File: src/rtl/instr_fetch.sv
// Instruction fetch stage: holds the PC, requests words from imem, registers
// them with their PC and presents the opcode field to the control decoder.
//
// Ports:
//   clk, rst_n                    clock, synchronous active-low reset
//   imem_req/addr/ready/rdata     instruction memory request/response
//   stall                         downstream cannot take the IF register
//   redirect_valid/redirect_pc    branch/jump redirect
//   if_valid/instr/pc/pc4/op      IF register outputs
//   fault/fault_cause/fault_pc    fetch fault status
module instr_fetch #(
  parameter logic [31:0] PC_RESET = 32'h0000_0000,
  parameter int          TIMEOUT  = 16
) (
  input  logic        clk,
  input  logic        rst_n,
  output logic        imem_req,
  output logic [31:0] imem_addr,
  input  logic        imem_ready,
  input  logic [31:0] imem_rdata,
  input  logic        stall,
  input  logic        redirect_valid,
  input  logic [31:0] redirect_pc,
  output logic        if_valid,
  output logic [31:0] if_instr,
  output logic [31:0] if_pc,
  output logic [31:0] if_pc4,
  output logic [5:0]  if_op,
  output logic        fault,
  output logic [1:0]  fault_cause,
  output logic [31:0] fault_pc
);

  typedef enum logic {
    S_FETCH = 1'b0,
    S_FAULT = 1'b1
  } state_t;

  localparam logic [1:0] C_NONE  = 2'b00;
  localparam logic [1:0] C_ALIGN = 2'b01;
  localparam logic [1:0] C_TOUT  = 2'b10;

  localparam bit TO_EN = (TIMEOUT > 0);
  localparam int TM1   = TO_EN ? TIMEOUT - 1 : 0;
  localparam int CW    = (TIMEOUT < 2) ? 1 : $clog2(TIMEOUT + 1);

  state_t        state;
  logic [31:0]   pc;
  logic [CW-1:0] cnt;
  logic          xfer;
  logic          consume;
  logic          rd_align;
  logic          to_hit;

  assign imem_req = rst_n && (state == S_FETCH)
                    && (!if_valid || !stall);
  assign imem_addr = pc;
  assign xfer      = imem_req && imem_ready;
  assign consume   = if_valid && !stall;
  assign rd_align  = (redirect_pc[1:0] == 2'b00);
  assign to_hit    = TO_EN && (cnt == CW'(TM1));

  assign if_pc4 = if_pc + 32'd4;
  assign if_op  = if_instr[31:26];
  assign fault  = (state == S_FAULT);

  always_ff @(posedge clk) begin
    if (!rst_n) begin
      state       <= S_FETCH;
      pc          <= PC_RESET;
      cnt         <= '0;
      if_valid    <= 1'b0;
      if_instr    <= '0;
      if_pc       <= '0;
      fault_cause <= C_NONE;
      fault_pc    <= '0;
    end else if (state == S_FETCH) begin
      if (redirect_valid) begin
        // Any same-cycle imem response belongs to the old path.
        if_valid <= 1'b0;
        cnt      <= '0;
        if (rd_align) begin
          pc <= redirect_pc;
        end else begin
          state       <= S_FAULT;
          fault_cause <= C_ALIGN;
          fault_pc    <= redirect_pc;
        end
      end else if (xfer) begin
        if_instr <= imem_rdata;
        if_pc    <= pc;
        if_valid <= 1'b1;
        pc       <= pc + 32'd4;
        cnt      <= '0;
      end else begin
        if (consume)
          if_valid <= 1'b0;
        if (imem_req) begin
          if (to_hit) begin
            state       <= S_FAULT;
            fault_cause <= C_TOUT;
            fault_pc    <= pc;
            if_valid    <= 1'b0;
            cnt         <= '0;
          end else if (TO_EN) begin
            cnt <= cnt + 1'b1;
          end
        end else begin
          cnt <= '0;
        end
      end
    end else begin
      if (redirect_valid) begin
        if (rd_align) begin
          state       <= S_FETCH;
          pc          <= redirect_pc;
          fault_cause <= C_NONE;
          if_valid    <= 1'b0;
          cnt         <= '0;
        end else begin
          fault_pc <= redirect_pc;
        end
      end
    end
  end

endmodule

File: config.mk
export PLATFORM = sky130hd
export DESIGN_NAME = instr_fetch
export DESIGN_NICKNAME = d
export VERILOG_FILES = /design/src/rtl/instr_fetch.sv
export SDC_FILE = /design/constraint.sdc
export NUM_CORES = 1
export LEC_CHECK = 0
export ABC_AREA = 1
export CAP_MARGIN = 30
export CORE_UTILIZATION = 31
export CTS_CLUSTER_DIAMETER = 30
export DETAILED_ROUTE_END_ITERATION = 16
export PLACE_DENSITY_LB_ADDON = 0.05
export SLEW_MARGIN = 20
export SYNTH_ARGS = -nofsm -noshare
export SYNTH_HDL_FRONTEND = slang
export SYNTH_SLANG_ARGS = --single-unit
File: constraint.sdc
create_clock -name clk -period 2.1 [get_ports clk]
set_clock_uncertainty 0.1 [all_clocks]
set_input_delay 0.21 -clock clk [delete_from_list [all_inputs] [get_ports clk]]
set_output_delay 0.21 -clock clk [all_outputs]
set_load 0.02 [all_outputs]
==> impl_metrics.tcl <==
set metrics [dict create \
    finalWorstSetupSlack_ns -0.1342 \
    firstDrtPassIters 4 \
    layout.cells.non_filler 1679 \
    cts.sinks 137 \
    syn_to_final_growth_pct 59.21 \
    drive_gt1_share_pct 20.20 \
    final_common_cell "clkdlybuf4s50_1" \
    synth_area_leaders "dfxtp_1, o21ai_0, nor2_1" \
    finalHoldViolCount 0 \
    setup_violations 17 \
    worst_pin_slew_ns 0.8417 \
    violations "negative setup slack" \
    synth_area_leader_cell "dfxtp_1" \
    gp_congestion 0.8801 \
    holdCritPathClass "input port to flop" \
    cap_viol_max_count 0 \
    placedCellCount 1633 \
    drt_iter0_drc 391 \
    dr_total_vias 8024 \
    post-route-period-util_pct 106.4 \
    status "complete, but fails checks" \
    diodes 0 \
    h-tree-depth 4 \
    fin_total_pwr_w 0.007691 \
    final_antenna_net_count 0 \
    slowest_stage "dfxtp_2" \
    ys_types 42 \
    die-width_um 154.7 \
    end_kind "output pin" \
    num_rows 55 \
    p_per_area_nw_per_um2 668.1 \
    rr_worst_depth 10 \
    start_util_pct 31.74 \
    postPlaceCellArea_um2 10550 \
    required_ns 1.79 \
    final_max_slew_viol_count 0 \
    hold_depth 5 \
    path_cells "ha_4 -> nand3_4 -> inv_2 -> nand2_4 -> nor2_4 -> nand3_2 -> inv_2 -> nand2_4 -> buf_6 -> xor2_1 -> buf_4" \
    grt_max_degree 87 \
    dp_slack_ns -0.3241 \
    place_hpwl_um 19570 \
    tns_ns -1.352 \
    grt_pass1_vias 7878 \
    cts_tree "built" \
    clockRootBuffer "clkbuf_16" \
    yosysWarnings 0 \
    final_cell_mix "clkdlybuf4s50_1, nor2_1, nand2_1, o21ai_0, buf_4" \
    grt_use_total_pct 22.20 \
    syn_area_um2 7231 \
    arrival_ns 1.92 \
    synth_area_per_cell_um2 6.986 \
    fin_crit_ns 2.234 \
    yosysTopAreaCellShare_pct 37.93 \
    clockBufferDepth 2 \
    max_slew_margin_pct 43.89 \
    grt_overflow 0 \
    ios 240 \
    core-area_um2 22780 \
    clk_pin_slew_worst_paths_ns 0.07 \
    io_buffer_count 239 \
    leakage_nw 4.781 \
    fin_area_um2 11510 \
    netlist_instances 1035 \
    dieArea_um2 23940 \
    startpoint_type "flop" \
    fin_nets 1425 \
    critPathMaxFanout 3 \
    die_h_um 154.7 \
    synth.ff_latch_count 137 \
    grt_pass1_wl_um 41610 \
    synth_fp_nets 1107 \
    clock_latency_ns 0.43 \
    crit_type "flop to output pin" \
    rsz0062_at_grt "yes" \
    slowest_delay_ns 0.36 \
    numCtsBuffers 17 \
    drc 0 \
    fmax_ghz 0.4476 \
    wl_per_cell_um 15.97 \
    antenna_found_initial 1 \
    drt-total-wl_um 26810 \
    ys_seq_area_share_pct 37.93 \
    peakVddDrop_mv 0.4596 \
    avgViaCountPerCell 4.779 \
]
==> power by group <==
group	leakage [nW]	total, W	switching (W)	internal [W]
Combinational	3.37	0.00167	0.000922	0.000750
Sequential	1.13	0.00289	0.000132	0.00276
Clock	0.284	0.00313	0.00125	0.00188
Total	4.78	0.00769	0.00230	0.00539
==> state kept, by name, summed over array words and instances, names as in the netlist <==
signal,cells
fault_pc,32
fault_cause,2
if_valid,1
if_pc,32
if_instr,32
fault,1
imem_addr,32
cnt,5
==> synth_stat cells <==
library cell  number
nor2_4             5
clkbuf_1          20
o21ai_1            7
ha_1               3
o2bb2ai_1          1
buf_4             10
clkinv_1           3
o22ai_2            1
buf_6              7
o22ai_1           15
nor3_1            21
xor2_1            26
inv_4              1
dfxtp_1          137
buf_2             28
nand3_2            6
xnor2_1            1
nor2_2             9
a211oi_2           3
a21oi_1           82
nand2_4            3
nand2_2            7
a41oi_1            3
nand4_1           10
nor2_8             1
nand3_1           41
a21oi_4            1
nor3_2             1
o21ai_0          131
a211oi_1          26
nand2_1          151
or2_2              2
a31oi_1            5
nor4_1             5
inv_1             87
nor2_1           154
inv_2              5
nand3b_1           2
clkbuf_2           2
o211ai_1          10
o21a_1             1
o211a_1            1
==> layout make-up <==
class | instances | area [µm²]
clock buffers | 19 | 432.9
clock inverters | 13 | 170.2
fillers | 2300 | 11270
inverters | 96 | 365.4
multi-input cells | 735 | 4003
flip-flops and latches | 137 | 2755
well taps | 313 | 391.6
repair buffers | 366 | 3395
==> per-stage QoR <==
stage	hold slack [ns]	util [%]
after global routing	0.1345	50.54
after floorplan	0.2449	-
after global placement	0.3276	46.31
after CTS	0.1005	49.41
after detailed placement	0.3321	46.31
final	0.1092	50.54
==> path summary, 6_finish.rpt <==
kind | startpoint | end | slack (ns)
worst max-delay path | if_pc[2] | if_pc4[18] | -0.13
worst min-delay path | rst_n | fault_cause[1] | 0.11
worst max register to register | imem_addr[2] | imem_addr[26] | 0.18
worst min register to register | cnt[4] | cnt[4] | 0.34
==> critical path: cells and delay by family (launching register included) <==
family	cells	cell delay (ns)
flip-flops	1	0.36
buffers and inverters	4	0.44
AND/OR/NAND/NOR	5	0.40
adder cells (fa/ha/maj)	1	0.16
XOR/XNOR	1	0.14
==> what timing repair did <==
action | CTS | global route
hold endpoints to repair | 0 | 0
setup endpoints to repair | 28 | 33
pin swaps | 14 | 30
setup buffers | 6 | 10
hold buffers | 0 | 0
gates resized for setup | 159 | 61
==> metal layers <==
layer	vias to the layer above	wire length, µm	part of all wire, %	GRT usage (%)
met1	3660	11260	42	26.29
met3	40	1722	6.4	5.744
met2	233	13220	49	38.94
met4	2	586	2.2	7.166
li1	4089	-	-	-
met5	-	17	0.063	0
==> cell families after synthesis <==
| family | after synthesis | synth area share, % |
|---|---|---|
| xor gates and xnor gates | 27 | 3.271 |
| adders and majority gates | 3 | 0.5192 |
| AOI/OAI and AO/OA | 287 | 22.34 |
| buffers and inverters | 163 | 10.26 |
| DFF | 137 | 37.93 |
| and+or+nand+nor | 418 | 25.68 |
Power figures use the tool's default switching activity.
